--- config.mk ---
export PLATFORM = sky130hd
export DESIGN_NAME = cpu_clock_ctrl
export DESIGN_NICKNAME = d
export VERILOG_FILES = /design/src/rtl/cpu_clock_ctrl.sv
export SDC_FILE = /design/constraint.sdc
export NUM_CORES = 1
export LEC_CHECK = 0
export BUFFER_PORTS_ARGS = -buffer_cell sky130_fd_sc_hd__buf_2
export CORE_MARGIN = 2
export CORE_UTILIZATION = 37
export DETAILED_ROUTE_END_ITERATION = 8
export PLACE_DENSITY = 0.63
export SLEW_MARGIN = 25
export SYNTH_ARGS = -nofsm -noshare
export SYNTH_HDL_FRONTEND = slang
export SYNTH_SLANG_ARGS = --single-unit
--- constraint.sdc ---
create_clock -name clk -period 2.25 [get_ports clk]
set_clock_uncertainty 0.2 [all_clocks]
set_input_delay 0.45 -clock clk [delete_from_list [all_inputs] [get_ports clk]]
set_output_delay 0.45 -clock clk [all_outputs]
set_load 0.005 [all_outputs]
--- src/rtl/cpu_clock_ctrl.sv ---
// CPU execution-rate controller: turns run/step/halt requests into a one-cycle
// clock enable for the core while the board clock itself stays undivided.
module cpu_clock_ctrl #(
  parameter int DIV_COUNT       = 100_000_000,
  parameter int DEBOUNCE_CYCLES = 1_000_000,
  parameter int CNT_W           = 16
) (
  input  logic             clk,
  input  logic             btnC,
  input  logic             run_sw,
  input  logic             step_btn,
  input  logic             cpu_halt,
  output logic             cpu_ce,
  output logic [1:0]       state,
  output logic [CNT_W-1:0] ce_count
);

  localparam int PS_W = $clog2(DIV_COUNT);
  localparam int DB_W = (DEBOUNCE_CYCLES > 1) ? $clog2(DEBOUNCE_CYCLES) : 1;
  localparam logic [PS_W-1:0] PS_LAST = PS_W'(DIV_COUNT - 1);
  localparam logic [DB_W-1:0] DB_LAST = DB_W'(DEBOUNCE_CYCLES - 1);

  typedef enum logic [1:0] {
    IDLE   = 2'b00,
    RUN    = 2'b01,
    STEP   = 2'b10,
    HALTED = 2'b11
  } state_t;

  state_t           cur;
  logic [PS_W-1:0]  presc;
  logic             run_meta, run_s;
  logic             step_meta, step_s;
  logic             step_db;
  logic [DB_W-1:0]  db_cnt;
  logic             step_pls;

  // Synchronizers plus debounce: the level only flips after a full run of
  // consecutive cycles that disagree with it; any agreeing cycle restarts the run.
  always_ff @(posedge clk) begin
    if (btnC) begin
      run_meta  <= 1'b0;
      run_s     <= 1'b0;
      step_meta <= 1'b0;
      step_s    <= 1'b0;
      step_db   <= 1'b0;
      db_cnt    <= '0;
    end else begin
      run_meta  <= run_sw;
      run_s     <= run_meta;
      step_meta <= step_btn;
      step_s    <= step_meta;
      if (step_s != step_db) begin
        if (db_cnt == DB_LAST) begin
          step_db <= step_s;
          db_cnt  <= '0;
        end else begin
          db_cnt <= db_cnt + DB_W'(1);
        end
      end else begin
        db_cnt <= '0;
      end
    end
  end

  // High in the cycle whose edge flips the debounced level from 0 to 1.
  assign step_pls = step_s && !step_db && (db_cnt == DB_LAST);

  always_ff @(posedge clk) begin
    if (btnC) begin
      cur      <= IDLE;
      cpu_ce   <= 1'b0;
      presc    <= '0;
      ce_count <= '0;
    end else begin
      if (cpu_ce)
        ce_count <= ce_count + CNT_W'(1);
      cpu_ce <= 1'b0;
      case (cur)
        IDLE: begin
          if (run_s) begin
            cur   <= RUN;
            presc <= '0;
          end else if (step_pls) begin
            cur    <= STEP;
            cpu_ce <= 1'b1;
          end
        end
        RUN: begin
          // Halt is checked first so a coincident tick never reaches the core.
          if (cpu_halt) begin
            cur   <= HALTED;
            presc <= '0;
          end else if (!run_s) begin
            cur   <= IDLE;
            presc <= '0;
          end else if (presc == PS_LAST) begin
            presc  <= '0;
            cpu_ce <= 1'b1;
          end else begin
            presc <= presc + PS_W'(1);
          end
        end
        STEP: cur <= IDLE;
        HALTED: begin
          if (!cpu_halt && !run_s)
            cur <= IDLE;
        end
        default: cur <= IDLE;
      endcase
    end
  end

  assign state = cur;

endmodule

# Word-level counts from Yosys, hierarchy flattened
# Index checks and enable logic that the tools add are counted.
[totals]
ram_bits = 0
elab_cells = 53
in_bits = 5
romBits = 0
latchBits = 0
mem_count = 0
register_bits = 71
out_inout_bits = 19
[classes]
multipliers = 0
n_div = 0
reduce_logical = 12
n_shift = 0
add_sub_neg = 3
n_bitwise = 1
n_lt_le_gt_ge = 0
mux = 17
eq_ne = 10
[op_table]
columns = ["cell", "count"]
rows = [
  ["2-to-1 mux 27 bit", 4],
  ["one-hot mux 27 bit (2 select lines)", 1],
  ["adder 27 x 1 -> 27 bit (second input constant)", 1],
  ["equality test 27 bit (second input constant)", 1],
  ["adder 20 x 1 -> 20 bit (second input constant)", 1],
  ["equality test 20 bit (second input constant)", 1],
  ["adder 16 x 1 -> 16 bit (second input constant)", 1],
  ["2-to-1 mux 2 bit", 5],
  ["one-hot mux 2 bit (4 select lines)", 1],
  ["inequality test 3 bit (second input constant)", 2],
  ["2-to-1 mux 1 bit", 5],
  ["equality test 2 bit (second input constant)", 2],
  ["inequality test 2 bit (second input constant)", 2],
  ["AND reduction 2 bit", 2],
  ["logical AND 1 bit", 3],
  ["zero test 1 bit", 3],
  ["AND reduction 3 bit", 1],
  ["OR reduction 3 bit", 1],
  ["equality test 2 x 1 -> 1 bit (second input constant)", 1],
  ["zero test 2 bit", 1],
  ["one-hot mux 1 bit (2 select lines)", 1],
  ["nonzero test 2 bit", 1],
  ["inequality test 1 bit", 1],
  ["inverter 1 bit", 1],
]

# Logic depth before layout (Yosys ltp)
[logic_depth]
ltp_word = 6
ltp_mapped = 7
depth_no_buf = 6

# Worst setup path after synthesis
# No wires, ideal clock.
[synth_timing]
kind = "reg-to-reg"
from = "reg presc[0]"
to = "reg presc[26]"
stages_incl_launch_ff = 8
setup_ns = 0.115
synth_period_minus_slack_ns = 1.856
slack_ns = 0.394
n_path_buf = 1
t_required_ns = 1.935
arrival_ns = 1.541
path_cell_list = "dfxtp_1 > ha_1 > and2_1 > nand3_1 > o31ai_2 > a21o_2 > buf_6 > nor2_1"
[synth_between]
elab_chain_cells = 5
elab_cells_between_ends = 6
cone_classes = "1 x add/sub; 1 x eq/ne; 4 x mux"
[synth_lines]
columns = ["element", "line_no", "source"]
rows = [
  ["start: declaration", "31", "logic [PS_W-1:0] presc;"],
  ["start signal: assignment", "101", "presc <= presc + PS_W'(1);"],
  ["adder 27 x 1 -> 27 bit or equality test 27 bit (tied branches)", "101, 97", ""],
  ["2-to-1 mux 27 bit *", "97", "end else if (presc == PS_LAST) begin"],
  ["2-to-1 mux 27 bit *", "94", "end else if (!run_s) begin"],
  ["2-to-1 mux 27 bit *", "91", "if (cpu_halt) begin"],
  ["one-hot mux 27 bit (2 select lines) *", "79", "case (cur)"],
]
# Mark *: on every way between the ends. The rest lies on a longest branch, timed or not.
# A chain may end at the register's enable or synchronous reset.

# Worst setup path after layout
[layout_timing]
from = "reg presc[0]"
to = "reg presc[18]"
# Same word-level chain as after synthesis.

==> impl_metrics.yaml <==
cells_and_area:
  mostFrequentLayoutCells: "nor2_1 (73), dfxtp_1 (71), xor2_1 (30)"
  fin_nets: 394
  nFillCells: 826
  final_common_cell: "nor2_1"
  multi_input_area_mm2: 0.00169
  num_antenna_cells: 0
  post_route_cells_drive_above_1_share_pct: 14.9
  ff_latch_area_mm2: 0.00142
  syn_to_final_growth_pct: 14.9
floorplanning:
  die_x_um: 96.8
  die_height_um: 96.8
  placementRows: 33
  ios: 24
  coreArea_mm2: 0.00830
  initial_core_util_pct: 38.4
  design.die.area_mm2: 0.00937
clock_tree:
  clk_pin_slew_ns: 0.07
  cts_buffer_depth: 2
  cts_tree: "yes"
  cts_sinks: 71
  clk_latency_ns: 0.35
  root_buffer: "clkbuf_8"
  htree_num_levels: 3
  cts_setup_buffers: 0
  cts_buffers: 9
power:
  intPower_w: 0.00193
  power_switching_share_pct: 20.8
  seqPwrFrac_pct: 51.9
  p_sw_w: 0.000507
  p_leak_nw: 1.26
  p_clk_share_pct: 46.0
  p_comb_share_pct: 2.1
  powerDensity_mw_per_mm2: 665
  peakVddDrop_mv: 0.347
detailed_routing:
  first_iter_violations: 91
  ant_nets: 0
  drcViolationCount: 0
  drt_wl_total_mm: 5.80
  viasPerCell: 4.98
  num_vias: 2463
  wl_per_cell_um: 11.7
  firstDrtPassIters: 4
synthesis:
  async_reset_ff_share_pct: 0
  yosysTopAreaCell: "dfxtp_1"
  synth_flop_cell: "dfxtp_1"
  synth.net_count: 363
  synth_edf_count: 0
  syn-instance-count: 354
  yosys-top-cells-area: "dfxtp_1 (45%), nor2_1 (8.6%), xor2_1 (8.2%), xnor2_1 (6.9%), nand4_1 (3.5%)"
  synthDistinctLibCells: 42
  syn_area_per_cell_um2: 9.00
  netlist_area_mm2: 0.00319
  synth_seq_area_share_pct: 44.6
  ys_seq_elements: 71
  synth_top_area_share_pct: 44.6
  ys.warnings.count: 0
run:
  cap_violations: 0
global_route:
  grt_max_degree: 25
  overflow: 0
  grt_pass1_vias: 2453
  grt_pass1_wl_mm: 10.5
  top_usage_layer: "met2"
  grt_util_met3_pct: 3.97
  antenna_found_initial: 0
  grt_use_total_pct: 13.3
  use_met2_pct: 22.2
  grt_use_met1_pct: 15.9
worst_setup_path:
  worstSetupPathType: "reg2reg"
  crit_arrival_ns: 2.11
  critical-path-slowest-cell: "dfxtp_1"
  cp-endpoint: "presc[18]"
  cp-start-kind: "flip-flop"
  reg2reg_to: "presc[18]"
  crit_fanout: 24
  crit_start: "presc[0]"
  r2r_slack_ns: 0.18
  crit_path_end_kind: "flip-flop"
  r2r_cells: 7
  r2r-start: "presc[0]"
  slowest_delay_ns: 0.37
  worstPathRequired_ns: 2.29
  crit_chain: "ha_1 -> and2_1 -> nand3_1 -> o31ai_4 -> a21o_2 -> buf_12 -> nor2_1"
timing:
  fin_setup_tns_ns: 0
  relSlewSlack_pct: 61.5
  worst_slack_ns: 0.179
  fmaxAchievable_mhz: 483
  drv_slew: 0
  fin_crit_ns: 2.07
  final-setup-viol-count: 0
  period_share_pct: 92.1
  tightest_slew_ns: 0.573
  rsz0062_at_grt: "false"
  hold_viol_final: 0
placement:
  hpwlAfterDp_mm: 4.08
  place_ws_ns: 0.166
  gp_congestion: 0.767
  port_buffers: 23
status:
  status: "complete, no violations"
hold_path:
  hold_class: "in2reg"
  hold_path_depth: 2
[power by group through the flow]
stage	clock network, W	logic, W	registers (W)
after floorplan	0	0.0000351	0.00129
after global placement	0	0.0000514	0.00129
after detailed placement	0	0.0000513	0.00129
after CTS	0.00115	0.0000513	0.00126
after global routing	0.00121	0.0000567	0.00126
final	0.00112	0.0000507	0.00126
[through the flow]
step / instances / instance area [µm²] / total power, W / hold WS [ns] / util, %
6_report: 495 / 3660 / 0.00244 / 0.146 / 44.1
3_3_place_gp: 479 / 3430 / 0.00134 / 0.219 / 41.4
4_1_cts: 495 / 3650 / 0.00247 / 0.134 / 44.0
5_1_grt: 495 / 3660 / 0.00253 / 0.143 / 44.1
3_5_place_dp: 479 / 3430 / 0.00134 / 0.228 / 41.4
2_1_floorplan: 354 / 3190 / 0.00133 / 0.214 / -
[flip-flops by register name, indices dropped and copies added (netlist names)]
register / count
run_meta: 1
step_meta: 1
state: 2
step_s: 1
presc: 27
ce_count: 16
db_cnt: 20
run_s: 1
cpu_ce: 1
step_db: 1
[cells by family after synthesis]
| family | after synthesis | synth area share (%) |
|---|---|---|
| and+or+nand+nor | 189 | 31.3 |
| DFF | 71 | 44.6 |
| xor gates and xnor gates | 55 | 15.1 |
| AOI/OAI and AO/OA | 17 | 3.85 |
| buffers and inverters | 15 | 2.55 |
| adders and majority gates | 4 | 1.57 |
| muxes | 3 | 0.982 |
[layer usage]
| layer | vias to the layer above | share of wire (%) |
|---|---|---|
| li1 | 1278 | - |
| met1 | 1152 | 48 |
| met2 | 27 | 47 |
| met3 | 6 | 3.7 |
| met4 | 0 | 1.1 |
| met5 | - | 0 |
[repair_timing]
item / 4_1_cts / 5_1_grt
endpoints found under the setup margin: 0 / 24
hold endpoints to repair: 0 / 0
hold buffers: 0 / 0
resized for setup: 0 / 1
[synth_stat cells, types with 5 or more instances]
cell type / instances
nand2_1: 20
nand4_1: 18
and3_1: 6
inv_1: 6
a21oi_1: 5
dfxtp_1: 71
nor3_1: 9
nand3_1: 22
nor4_1: 6
and4_1: 5
xor2_1: 30
nor2_1: 73
nor4b_1: 5
xnor2_1: 25
[final cells by class]
class | instances | area share [%]
flip-flops and latches | 71 | 38.8
repair buffers | 29 | 4.71
well taps | 105 | 3.59
inverters | 6 | 0.615
clock buffers | 10 | 3.76
multi-input cells | 268 | 46.2
clock inverters | 6 | 2.29
[worst min path at each step]
stage / startpoint / end / slack (ns)
after global routing: run_sw / run_meta / 0.14
after global placement: step_meta / step_s / 0.22
after CTS: run_sw / run_meta / 0.13
after floorplan: run_meta / run_s / 0.21
after detailed placement: run_meta / run_s / 0.23
final: run_sw / run_meta / 0.15
[critical path: cells and delay by family, from the launching register on]
kind                       cells  cell delay, ns
buffers and inverters          1            0.16
AOI/OAI and AO/OA              2            0.52
DFF                            1            0.37
and+or+nand+nor                3            0.51
adders and majority gates      1            0.20
No activity file was read; power rests on OpenSTA's default activity.
